## src/rtl/ps2_mouse_rx_pkg.sv

```systemverilog
// Shared types, byte-0 field positions and sign/magnitude helper for the PS/2 mouse receiver.
package ps2_mouse_rx_pkg;

    typedef enum logic [1:0] {
        IDLE,
        DATA,
        PARITY,
        STOP
    } frame_state_e;

    localparam int unsigned B0_L    = 0;
    localparam int unsigned B0_R    = 1;
    localparam int unsigned B0_M    = 2;
    localparam int unsigned B0_SYNC = 3;
    localparam int unsigned B0_XS   = 4;
    localparam int unsigned B0_YS   = 5;
    localparam int unsigned B0_XO   = 6;
    localparam int unsigned B0_YO   = 7;

    localparam int unsigned DEF_FILTER_LEN = 4;

    typedef struct packed {
        logic       neg;
        logic [7:0] mag;
    } sign_mag_t;

    // 9-bit two's complement to sign+magnitude; -256 has no 8-bit magnitude so it clips to 255.
    function automatic sign_mag_t to_sign_mag(input logic [8:0] v);
        sign_mag_t  r;
        logic [8:0] n;
        n     = v[8] ? (~v + 9'd1) : v;
        r.neg = v[8];
        r.mag = n[8] ? 8'hFF : n[7:0];
        return r;
    endfunction

endpackage

```

## src/rtl/ps2_mouse_rx_if.sv

```systemverilog
// Decoded mouse packet bus from the PS/2 receiver to the game engine.
interface ps2_mouse_rx_if;
    logic [7:0] mouse_x;
    logic       is_mouse_x_neg;
    logic [7:0] mouse_y;
    logic       is_mouse_y_neg;
    logic [2:0] o_buttons;
    logic       o_packet_valid;
    logic [7:0] o_err_cnt;

    modport master (
        output mouse_x,
        output is_mouse_x_neg,
        output mouse_y,
        output is_mouse_y_neg,
        output o_buttons,
        output o_packet_valid,
        output o_err_cnt
    );

    modport slave (
        input mouse_x,
        input is_mouse_x_neg,
        input mouse_y,
        input is_mouse_y_neg,
        input o_buttons,
        input o_packet_valid,
        input o_err_cnt
    );
endinterface

```

## src/rtl/ps2_mouse_rx_line_filter.sv

```systemverilog
// Two-flop synchroniser plus N-sample glitch filter for one raw PS/2 pin.
module ps2_line_filter
    import ps2_mouse_rx_pkg::*;
#(
    parameter int unsigned FILTER_LEN = DEF_FILTER_LEN
) (
    input  logic clk,
    input  logic arst_n,
    input  logic line_i,
    output logic level_o,
    output logic fall_o
);

    logic [1:0]            sync_q;
    logic [FILTER_LEN-1:0] hist_q;
    logic [FILTER_LEN-1:0] hist_d;
    logic                  level_q;
    logic                  level_d;
    logic                  fall_q;
    logic                  fall_d;

    // Level only moves once the whole history window agrees.
    always_comb begin
        hist_d  = {hist_q[FILTER_LEN-2:0], sync_q[1]};
        level_d = level_q;
        if (&hist_q) begin
            level_d = 1'b1;
        end else if (~|hist_q) begin
            level_d = 1'b0;
        end
        fall_d = level_q & ~level_d;
    end

    always_ff @(posedge clk or negedge arst_n) begin
        if (!arst_n) begin
            sync_q  <= 2'b11;
            hist_q  <= '1;
            level_q <= 1'b1;
            fall_q  <= 1'b0;
        end else begin
            sync_q  <= {sync_q[0], line_i};
            hist_q  <= hist_d;
            level_q <= level_d;
            fall_q  <= fall_d;
        end
    end

    assign level_o = level_q;
    assign fall_o  = fall_q;

endmodule

```

## src/rtl/ps2_mouse_rx.sv

```systemverilog
// Receive-only PS/2 mouse front end: frame deserialiser, 3-byte packet assembler, sign+magnitude output pulse.
module ps2_mouse_rx
    import ps2_mouse_rx_pkg::*;
#(
    parameter int unsigned FILTER_LEN     = 4,
    parameter int unsigned TIMEOUT_CYCLES = 50000,
    parameter bit          INVERT_Y       = 1'b1
) (
    input  logic                  clk,
    input  logic                  arst_n,
    input  logic                  i_ps2_clk,
    input  logic                  i_ps2_data,
    ps2_mouse_rx_if.master        mouse_o
);

    localparam int unsigned TMO_W = (TIMEOUT_CYCLES > 2) ? $clog2(TIMEOUT_CYCLES) : 1;
    localparam logic [TMO_W-1:0] TMO_LAST = TMO_W'(TIMEOUT_CYCLES - 1);

    logic clk_level;
    logic clk_fall;
    logic data_level;
    logic data_fall;

    ps2_line_filter #(.FILTER_LEN(FILTER_LEN)) u_clk_filter (
        .clk     (clk),
        .arst_n  (arst_n),
        .line_i  (i_ps2_clk),
        .level_o (clk_level),
        .fall_o  (clk_fall)
    );

    ps2_line_filter #(.FILTER_LEN(FILTER_LEN)) u_data_filter (
        .clk     (clk),
        .arst_n  (arst_n),
        .line_i  (i_ps2_data),
        .level_o (data_level),
        .fall_o  (data_fall)
    );

    frame_state_e     state_q, state_d;
    logic [2:0]       bit_cnt_q, bit_cnt_d;
    logic [7:0]       shift_q, shift_d;
    logic             parity_q, parity_d;
    logic [1:0]       byte_idx_q, byte_idx_d;
    logic [7:0]       b0_q, b0_d;
    logic [7:0]       b1_q, b1_d;
    logic [TMO_W-1:0] tmo_cnt_q, tmo_cnt_d;
    logic             err_inc;
    logic             commit;
    logic             active;

    logic             valid_q;
    logic [7:0]       mouse_x_q, mouse_x_d;
    logic             x_neg_q, x_neg_d;
    logic [7:0]       mouse_y_q, mouse_y_d;
    logic             y_neg_q, y_neg_d;
    logic [2:0]       buttons_q;
    logic [7:0]       err_cnt_q;

    sign_mag_t        x_sm;
    sign_mag_t        y_sm;

    // Clock level, data edges and the always-set sync bit carry no extra information here.
    logic unused_lines;
    assign unused_lines = ^{clk_level, data_fall, b0_q[B0_SYNC]};

    assign active = (state_q != IDLE) || (byte_idx_q != 2'd0);

    always_comb begin
        state_d    = state_q;
        bit_cnt_d  = bit_cnt_q;
        shift_d    = shift_q;
        parity_d   = parity_q;
        byte_idx_d = byte_idx_q;
        b0_d       = b0_q;
        b1_d       = b1_q;
        tmo_cnt_d  = tmo_cnt_q;
        err_inc    = 1'b0;
        commit     = 1'b0;

        if (clk_fall) begin
            // A falling edge always beats a coincident timeout.
            tmo_cnt_d = '0;
            case (state_q)
                IDLE: begin
                    if (!data_level) begin
                        state_d   = DATA;
                        bit_cnt_d = 3'd0;
                    end
                end
                DATA: begin
                    shift_d   = {data_level, shift_q[7:1]};
                    bit_cnt_d = bit_cnt_q + 3'd1;
                    if (bit_cnt_q == 3'd7) begin
                        state_d = PARITY;
                    end
                end
                PARITY: begin
                    parity_d = data_level;
                    state_d  = STOP;
                end
                STOP: begin
                    state_d = IDLE;
                    if (data_level && (^{shift_q, parity_q})) begin
                        case (byte_idx_q)
                            2'd0: begin
                                if (shift_q[B0_SYNC]) begin
                                    b0_d       = shift_q;
                                    byte_idx_d = 2'd1;
                                end else begin
                                    err_inc = 1'b1;
                                end
                            end
                            2'd1: begin
                                b1_d       = shift_q;
                                byte_idx_d = 2'd2;
                            end
                            default: begin
                                commit     = 1'b1;
                                byte_idx_d = 2'd0;
                            end
                        endcase
                    end else begin
                        err_inc    = 1'b1;
                        byte_idx_d = 2'd0;
                    end
                end
                default: state_d = IDLE;
            endcase
        end else if (active) begin
            if (tmo_cnt_q == TMO_LAST) begin
                tmo_cnt_d  = '0;
                state_d    = IDLE;
                byte_idx_d = 2'd0;
                err_inc    = (state_q != IDLE);
            end else begin
                tmo_cnt_d = tmo_cnt_q + TMO_W'(1);
            end
        end else begin
            tmo_cnt_d = '0;
        end
    end

    // Decode uses the byte still sitting in shift_q as byte 2 during the commit cycle.
    always_comb begin
        x_sm = to_sign_mag({b0_q[B0_XS], b1_q});
        if (b0_q[B0_XO]) begin
            x_sm.neg = b0_q[B0_XS];
            x_sm.mag = 8'hFF;
        end

        y_sm = to_sign_mag({b0_q[B0_YS], shift_q});
        if (b0_q[B0_YO]) begin
            y_sm.neg = b0_q[B0_YS];
            y_sm.mag = 8'hFF;
        end
        if (INVERT_Y) begin
            y_sm.neg = ~y_sm.neg;
        end

        mouse_x_d = commit ? x_sm.mag : 8'd0;
        x_neg_d   = commit & x_sm.neg & (|x_sm.mag);
        mouse_y_d = commit ? y_sm.mag : 8'd0;
        y_neg_d   = commit & y_sm.neg & (|y_sm.mag);
    end

    always_ff @(posedge clk or negedge arst_n) begin
        if (!arst_n) begin
            state_q    <= IDLE;
            bit_cnt_q  <= 3'd0;
            shift_q    <= 8'd0;
            parity_q   <= 1'b0;
            byte_idx_q <= 2'd0;
            b0_q       <= 8'd0;
            b1_q       <= 8'd0;
            tmo_cnt_q  <= '0;
            valid_q    <= 1'b0;
            mouse_x_q  <= 8'd0;
            x_neg_q    <= 1'b0;
            mouse_y_q  <= 8'd0;
            y_neg_q    <= 1'b0;
            buttons_q  <= 3'd0;
            err_cnt_q  <= 8'd0;
        end else begin
            state_q    <= state_d;
            bit_cnt_q  <= bit_cnt_d;
            shift_q    <= shift_d;
            parity_q   <= parity_d;
            byte_idx_q <= byte_idx_d;
            b0_q       <= b0_d;
            b1_q       <= b1_d;
            tmo_cnt_q  <= tmo_cnt_d;
            valid_q    <= commit;
            mouse_x_q  <= mouse_x_d;
            x_neg_q    <= x_neg_d;
            mouse_y_q  <= mouse_y_d;
            y_neg_q    <= y_neg_d;
            if (commit) begin
                buttons_q <= {b0_q[B0_M], b0_q[B0_R], b0_q[B0_L]};
            end
            if (err_inc && (err_cnt_q != 8'hFF)) begin
                err_cnt_q <= err_cnt_q + 8'd1;
            end
        end
    end

    assign mouse_o.mouse_x        = mouse_x_q;
    assign mouse_o.is_mouse_x_neg = x_neg_q;
    assign mouse_o.mouse_y        = mouse_y_q;
    assign mouse_o.is_mouse_y_neg = y_neg_q;
    assign mouse_o.o_buttons      = buttons_q;
    assign mouse_o.o_packet_valid = valid_q;
    assign mouse_o.o_err_cnt      = err_cnt_q;

endmodule
```

## src/flat_wrapper.sv

```systemverilog
// flat-port wrapper written by rule: the top's interface ports become plain ports
module ps2_mouse_rx_flat import ps2_mouse_rx_pkg::*;
#(
    parameter int unsigned FILTER_LEN     = 4,
    parameter int unsigned TIMEOUT_CYCLES = 50000,
    parameter bit          INVERT_Y       = 1'b1
)
  (clk, arst_n, i_ps2_clk, i_ps2_data, mouse_o_mouse_x, mouse_o_is_mouse_x_neg, mouse_o_mouse_y, mouse_o_is_mouse_y_neg, mouse_o_o_buttons, mouse_o_o_packet_valid, mouse_o_o_err_cnt);
  ps2_mouse_rx_if mouse_o_i ();
  input  logic clk;
  input  logic arst_n;
  input  logic i_ps2_clk;
  input  logic i_ps2_data;
  output wire logic [$bits(mouse_o_i.mouse_x)-1:0] mouse_o_mouse_x;
  output wire logic [$bits(mouse_o_i.is_mouse_x_neg)-1:0] mouse_o_is_mouse_x_neg;
  output wire logic [$bits(mouse_o_i.mouse_y)-1:0] mouse_o_mouse_y;
  output wire logic [$bits(mouse_o_i.is_mouse_y_neg)-1:0] mouse_o_is_mouse_y_neg;
  output wire logic [$bits(mouse_o_i.o_buttons)-1:0] mouse_o_o_buttons;
  output wire logic [$bits(mouse_o_i.o_packet_valid)-1:0] mouse_o_o_packet_valid;
  output wire logic [$bits(mouse_o_i.o_err_cnt)-1:0] mouse_o_o_err_cnt;
  assign mouse_o_mouse_x = mouse_o_i.mouse_x;
  assign mouse_o_is_mouse_x_neg = mouse_o_i.is_mouse_x_neg;
  assign mouse_o_mouse_y = mouse_o_i.mouse_y;
  assign mouse_o_is_mouse_y_neg = mouse_o_i.is_mouse_y_neg;
  assign mouse_o_o_buttons = mouse_o_i.o_buttons;
  assign mouse_o_o_packet_valid = mouse_o_i.o_packet_valid;
  assign mouse_o_o_err_cnt = mouse_o_i.o_err_cnt;
  ps2_mouse_rx #(.FILTER_LEN(FILTER_LEN), .TIMEOUT_CYCLES(TIMEOUT_CYCLES), .INVERT_Y(INVERT_Y)) u_core (.clk(clk), .arst_n(arst_n), .i_ps2_clk(i_ps2_clk), .i_ps2_data(i_ps2_data), .mouse_o(mouse_o_i));
endmodule
```

## config.mk

```make
export PLATFORM = sky130hd
export DESIGN_NAME = ps2_mouse_rx_flat
export DESIGN_NICKNAME = d
export VERILOG_FILES = /design/src/rtl/ps2_mouse_rx_pkg.sv /design/src/rtl/ps2_mouse_rx_if.sv /design/src/rtl/ps2_mouse_rx_line_filter.sv /design/src/rtl/ps2_mouse_rx.sv /design/src/flat_wrapper.sv
export SDC_FILE = /design/constraint.sdc
export NUM_CORES = 1
export LEC_CHECK = 0
export ABC_AREA = 1
export CAP_MARGIN = 20
export CORE_ASPECT_RATIO = 1.4
export CORE_MARGIN = 2
export CORE_UTILIZATION = 63
export DETAILED_ROUTE_END_ITERATION = 12
export GPL_TIMING_DRIVEN = 0
export PLACE_DENSITY = 0.85
export RECOVER_POWER = 25
export SYNTH_ARGS = -nofsm -noshare
export SYNTH_HDL_FRONTEND = slang
export SYNTH_HIERARCHICAL = 1
export SYNTH_SLANG_ARGS = --single-unit
```

## constraint.sdc

```tcl
create_clock -name clk -period 2.8 [get_ports clk]
set_input_delay 0.28 -clock clk [delete_from_list [all_inputs] [get_ports clk]]
set_output_delay 0.28 -clock clk [all_outputs]
set_load 0.05 [all_outputs]
```

# After elaboration in Yosys (flattened, before gate mapping)
# Cells that the tools add are included.
[classes]
bitwise = 9
addsub = 5
reduce_logical = 25
eq_ne = 13
mux = 39
[op_table]
columns = ["cell", "n"]
rows = [
  ["$mux 16", 3],
  ["$mux 8", 6],
  ["$reduce_and 4->1", 5],
  ["$add 9x1->9 const B", 2],
  ["$mux 2", 9],
  ["$mux 9", 2],
  ["$not 9->9", 2],
  ["$add 16x1->16 const B", 1],
  ["$eq 16x16->1 const B", 1],
  ["$reduce_or 8->1", 2],
  ["$mux 1", 15],
  ["$reduce_bool 2->1", 5],
  ["$reduce_xor 9->1", 1],
  ["$add 8x1->8 const B", 1],
  ["$ne 8x8->1 const B", 1],
  ["$pmux 2 s4", 1],
  ["$reduce_or 4->1", 2],
  ["$pmux 3 s2", 1],
  ["$and 1x1->1", 5],
  ["$reduce_and 5->1", 1],
  ["$eq 2x1->1 const B", 2],
  ["$eq 2x2->1 const B", 2],
  ["$logic_not 2->1", 2],
  ["$ne 2x2->1 const B", 2],
  ["other kinds (14)", 17],
]
[word_totals]
out_inout_bits = 30
regBits = 93
wordCells = 113
inputBits = 4

# Longest topological paths before layout
[depth]
word_depth = 8
ltp_mapped = 15
mapped_depth_nobuf = 14

# Modules after synthesis
# Netlist, hierarchy kept.
[by_module_without_submodules]
columns = ["module", "area_per_inst_um2", "cells_per_inst", "n_inst"]
rows = [
  ["ps2_mouse_rx", 4050.1, 496, 1],
  ["ps2_line_filter", 260.2, 20, 2],
]

# Worst setup path before layout
# Ideal clock, no wire load.
[synth_timing]
path_type = "reg-to-reg"
startpoint = "reg u_core.shift_q[3]"
endpoint = "reg u_core.b1_q[6]"
period_less_slack_ns = 1.875
t_required_ns = 2.678
slack_ns = 0.925
arrival_ns = 1.753
stages_incl_launch_ff = 14
setup_ns = 0.122
cell_sequence = "dfrtp_1 inv_2 ha_1 inv_1 nand2_1 nand3_1 nand2_1 nand2_1 nand3_4 nor2_4 nand3_4 buf_6 nand2_2 o21ai_2"
[synth_between]
elab_chain_len = 3
[synth_rtl]
columns = ["element", "line", "text"]
rows = [
  ["start, declared", "ps2_mouse_rx.sv:42", "logic [7:0] shift_q, shift_d;"],
  ["start signal, assigned", "ps2_mouse_rx.sv:187", "shift_q <= shift_d;"],
  ["$reduce_xor 9->1", "ps2_mouse_rx.sv:104", "if (data_level && (^{shift_q, parity_q})) begin"],
  ["$logic_and 1x1->1", "ps2_mouse_rx.sv:104", ""],
  ["$reduce_and 4->1 (no source line)", "n/a", ""],
  ["end signal, assigned", "ps2_mouse_rx.sv:175", "b1_q <= 8'd0;"],
  ["end signal, assigned", "ps2_mouse_rx.sv:191", "b1_q <= b1_d;"],
  ["end, declared", "ps2_mouse_rx.sv:46", "logic [7:0] b1_q, b1_d;"],
]
# No other way between the ends.
# A chain may end at the register's enable or synchronous reset.

# Worst setup path in the final report
[layout_timing]
startpoint = "reg u_core.shift_q[3]"
endpoint = "reg u_core.b0_q[6]"
[layout_between]
elab_chain_len = 3
[layout_rtl]
columns = ["element", "line", "text"]
rows = [
  ["$reduce_xor 9->1", "ps2_mouse_rx.sv:104", ""],
  ["$logic_and 1x1->1", "ps2_mouse_rx.sv:104", ""],
  ["$reduce_and 5->1 (no source line) *", "n/a", ""],
  ["end signal, assigned", "ps2_mouse_rx.sv:174", "b0_q <= 8'd0;"],
  ["end signal, assigned", "ps2_mouse_rx.sv:190", "b0_q <= b0_d;"],
  ["end, declared", "ps2_mouse_rx.sv:45", "logic [7:0] b0_q, b0_d;"],
]
# Every way passes the cells marked *; elsewhere a longest branch is shown, timed or not.

==> flow_summary_export.csv <==
group,metric,value,unit
place,portBuffers,33,
clock_tree,htreeDepth,3,
clock_tree,clk_path_buf_depth,2,
worst_setup_path,setup.worst_path.class,"flip-flop to flip-flop",
clock_tree,cts.reportedPaths.clkPinSlew,0.09,ns
timing,final-setup-viol-count,0,
routing,wl_per_cell,13.5,um
timing,hold_violations,0,
run,cap_violations,1,
routing,post-route-drc-count,0,
routing,wirelength,9110,um
worst_setup_path,r2r_start,"u_core/shift_q[3]$_DFFE_PN0P_",
clock_tree,tritoncts,"yes",
timing,setup_ws,0.603,ns
worst_setup_path,ff2ff_path_depth,13,
place,dp_slack,0.657,ns
worst_setup_path,rr_endpoint,"u_core/b0_q[6]$_DFFE_PN0P_",
synthesis,syn_inst,531,
timing,skew,0.0128,ns
clock_tree,clock_latency,0.36,ns
synthesis,ys_warn_count,6,
floorplan,core_region_area,6980,sq um
worst_hold_path,hp-class,"flip-flop to flip-flop",
timing,layout_min_cycle_time,2.20,ns
worst_hold_path,holdPathEnd,"u_core/u_clk_filter/sync_q[1]$_DFF_PN1_",
timing,max_freq,455,MHz
floorplan,fp-row-count,36,
worst_hold_path,min_path_cells,0,
worst_setup_path,worstPathMaxFanout,10,
cells_and_area,instances_no_fill,677,
worst_setup_path,reg2reg_slack,0.60,ns
clock_tree,cts.sinks,92,
cells_and_area,final_nets,594,
timing,tightest_slew,1.85,ns
floorplan,start_util,0.649,
cells_and_area,antenna_cells,0,
routing,ant_nets,0,
place,dpl.hpwl,6630,um
routing,via_count,3692,
cells_and_area,n_fill_cell,498,
grt,grt_pass1_vias,3683,
worst_setup_path,worst_setup_path_end_kind,"flip-flop",
floorplan,die_w,75.7,um
grt,overflow,0,
floorplan,ios,34,
grt,grt_pass1_wl,15600,um
clock_tree,clockRootBuffer,"clkbuf_8",
floorplan,fp.dieH,104,um
worst_setup_path,required,3.05,ns
power_and_ir_drop,p_per_area,459,nW/um^2
power_and_ir_drop,ir_worst_vdd,0.423,mV
worst_setup_path,startpoint,"u_core/shift_q[3]$_DFFE_PN0P_",
grt,antenna_found_initial,0,
cells_and_area,syn2layout_area_growth,15.5,%
timing,slew_viol_final,35,
timing,max_slew_margin,-0.231,
worst_setup_path,start_kind,"flip-flop",
routing,drtIter0Drc,238,
synthesis,avgSynthCellArea,8.53,sq um
routing,vias_per_cell,5.45,
place,gp_congestion,0.894,
cells_and_area,layout-drive-gt1-share,0.112,
timing,fin_crit_sh,0.785,
floorplan,die-area,7890,sq um
place,dp_cells,660,
clock_tree,cts_made_buffers,9,
worst_setup_path,critPathArrivalTime,2.45,ns
timing,rsz0062_at_grt,"no",
worst_hold_path,hp-start,"u_core/u_clk_filter/sync_q[0]$_DFF_PN1_",
synthesis,syn_nets,548,
run_status,outcome,"finished, violations left",
clock_tree,postCtsResizedCells,0,
grt,grt_max_degree,59,
synthesis,syn-cell-area,4530,sq um
run_status,violations,"max-capacitance violations, max-slew violations",
grt,grt_usage,0.253,
power_and_ir_drop,leakage,2.52,nW
routing,firstDrtPassIters,5,
[routing by layer]
metal	part of all wire	track usage	up-vias	routed length, um
met3	0.027	0.0368	21	245
met4	0.022	0.115	0	202
met2	0.56	0.465	95	5070
met5	0	0	-	0
li1	-	-	1792	-
met1	0.39	0.271	1784	3600
[registers in the layout (all words and copies together), names as in the netlist]
name and count:
u_core/tmo_cnt_q 16, u_core/b1_q 8, u_core/mouse_o.mouse_x 8, u_core/mouse_o.mouse_y 8
u_core/mouse_o.o_err_cnt 8, u_core/shift_q 8, u_core/b0_q 7, u_core/u_clk_filter/hist_q 4
u_core/u_data_filter/hist_q 4, u_core/bit_cnt_q 3, u_core/mouse_o.o_buttons 3, u_core/byte_idx_q 2
u_core/state_q 2, u_core/u_clk_filter/sync_q 2, u_core/u_data_filter/sync_q 2, u_core/mouse_o.is_mouse_x_neg 1
u_core/mouse_o.is_mouse_y_neg 1, u_core/mouse_o.o_packet_valid 1, u_core/parity_q 1, u_core/u_clk_filter/fall_o 1
u_core/u_clk_filter/level_o 1, u_core/u_data_filter/level_o 1
[placed cells by master (no fill, tap or decap), types with 3 or more instances in the layout]
master and n:
a21oi_1 19, buf_2 3, buf_6 3, clkbuf_1 3, clkbuf_8 9, clkdlybuf4s50_1 30, dfrtp_1 78, dfstp_1 6
dfstp_2 8, dlygate4sd3_1 3, ha_1 13, inv_1 60, inv_2 4, nand2_1 142, nand2_2 4, nand3_1 41
nand3_4 3, nand4_1 11, nor2_1 55, nor2_2 3, nor3_1 10, nor4_1 3, o21ai_0 22, o21ai_2 14
xor2_1 13
[how the worst max path moves through the flow]
stage	to	cells past startpoint	slack (ns)
after floorplan	u_core/b1_q[6]$_DFFE_PN0P_	13	0.92
after global placement	u_core/mouse_o.o_err_cnt[7]$_DFFE_PN0P_	1	-1.68
after detailed placement	u_core/b0_q[6]$_DFFE_PN0P_	13	0.66
after CTS	u_core/mouse_o.o_err_cnt[2]$_DFFE_PN0P_	14	0.64
after global routing	u_core/shift_q[3]$_DFFE_PN0P_	2	0.41
final	u_core/b0_q[6]$_DFFE_PN0P_	13	0.60
[worst max-delay path, stage by stage, from the launching register on]
cell	delay, ns
dfrtp_1	0.49
inv_2	0.14
ha_1	0.36
inv_1	0.11
nand2_1	0.06
nand3_1	0.08
nand2_1	0.06
nand2_1	0.12
nand3_4	0.11
inv_4	0.09
nand4_4	0.14
buf_6	0.20
nand2_1	0.07
o21ai_2	0.05
[layout make-up]
cell class,instances,area [sq um],area share
sequential,92,2320,0.444
multi-input combinational,366,1910,0.364
timing repair buffer,35,362,0.0691
inverter,65,246,0.0471
clock buffer,9,124,0.0237
tap,95,119,0.0227
clock inverter,7,97.6,0.0187
buffer,8,56.3,0.0108
[report_power, final]
part,switching (mW),total [mW],internal [mW],leakage [nW]
Sequential,0.0156,1.37,1.35,1.23
Clock,0.467,0.974,0.507,0.106
Combinational,0.0403,0.0557,0.0154,1.18
Total,0.523,2.40,1.88,2.52
[metrics by stage]
step	utilization	power, mW	setup TNS (ns)	hold WS [ns]	cell area [sq um]
6_report	0.749	2.40	0	0.362	5230
5_1_grt	0.749	2.49	0	0.368	5230
4_1_cts	0.750	2.42	0	0.306	5230
3_5_place_dp	0.716	1.45	0	0.253	5000
3_3_place_gp	0.713	1.45	-139.29	0.350	4980
2_1_floorplan	-	1.41	0	-0.0156	4530
[repair_timing]
| item | CTS | global route |
|---|---|---|
| hold endpoints to repair | 34 | 0 |
| hold buffers | 1 | 0 |
| buffers inserted | 0 | 0 |
(Power assumes the default switching activity.)
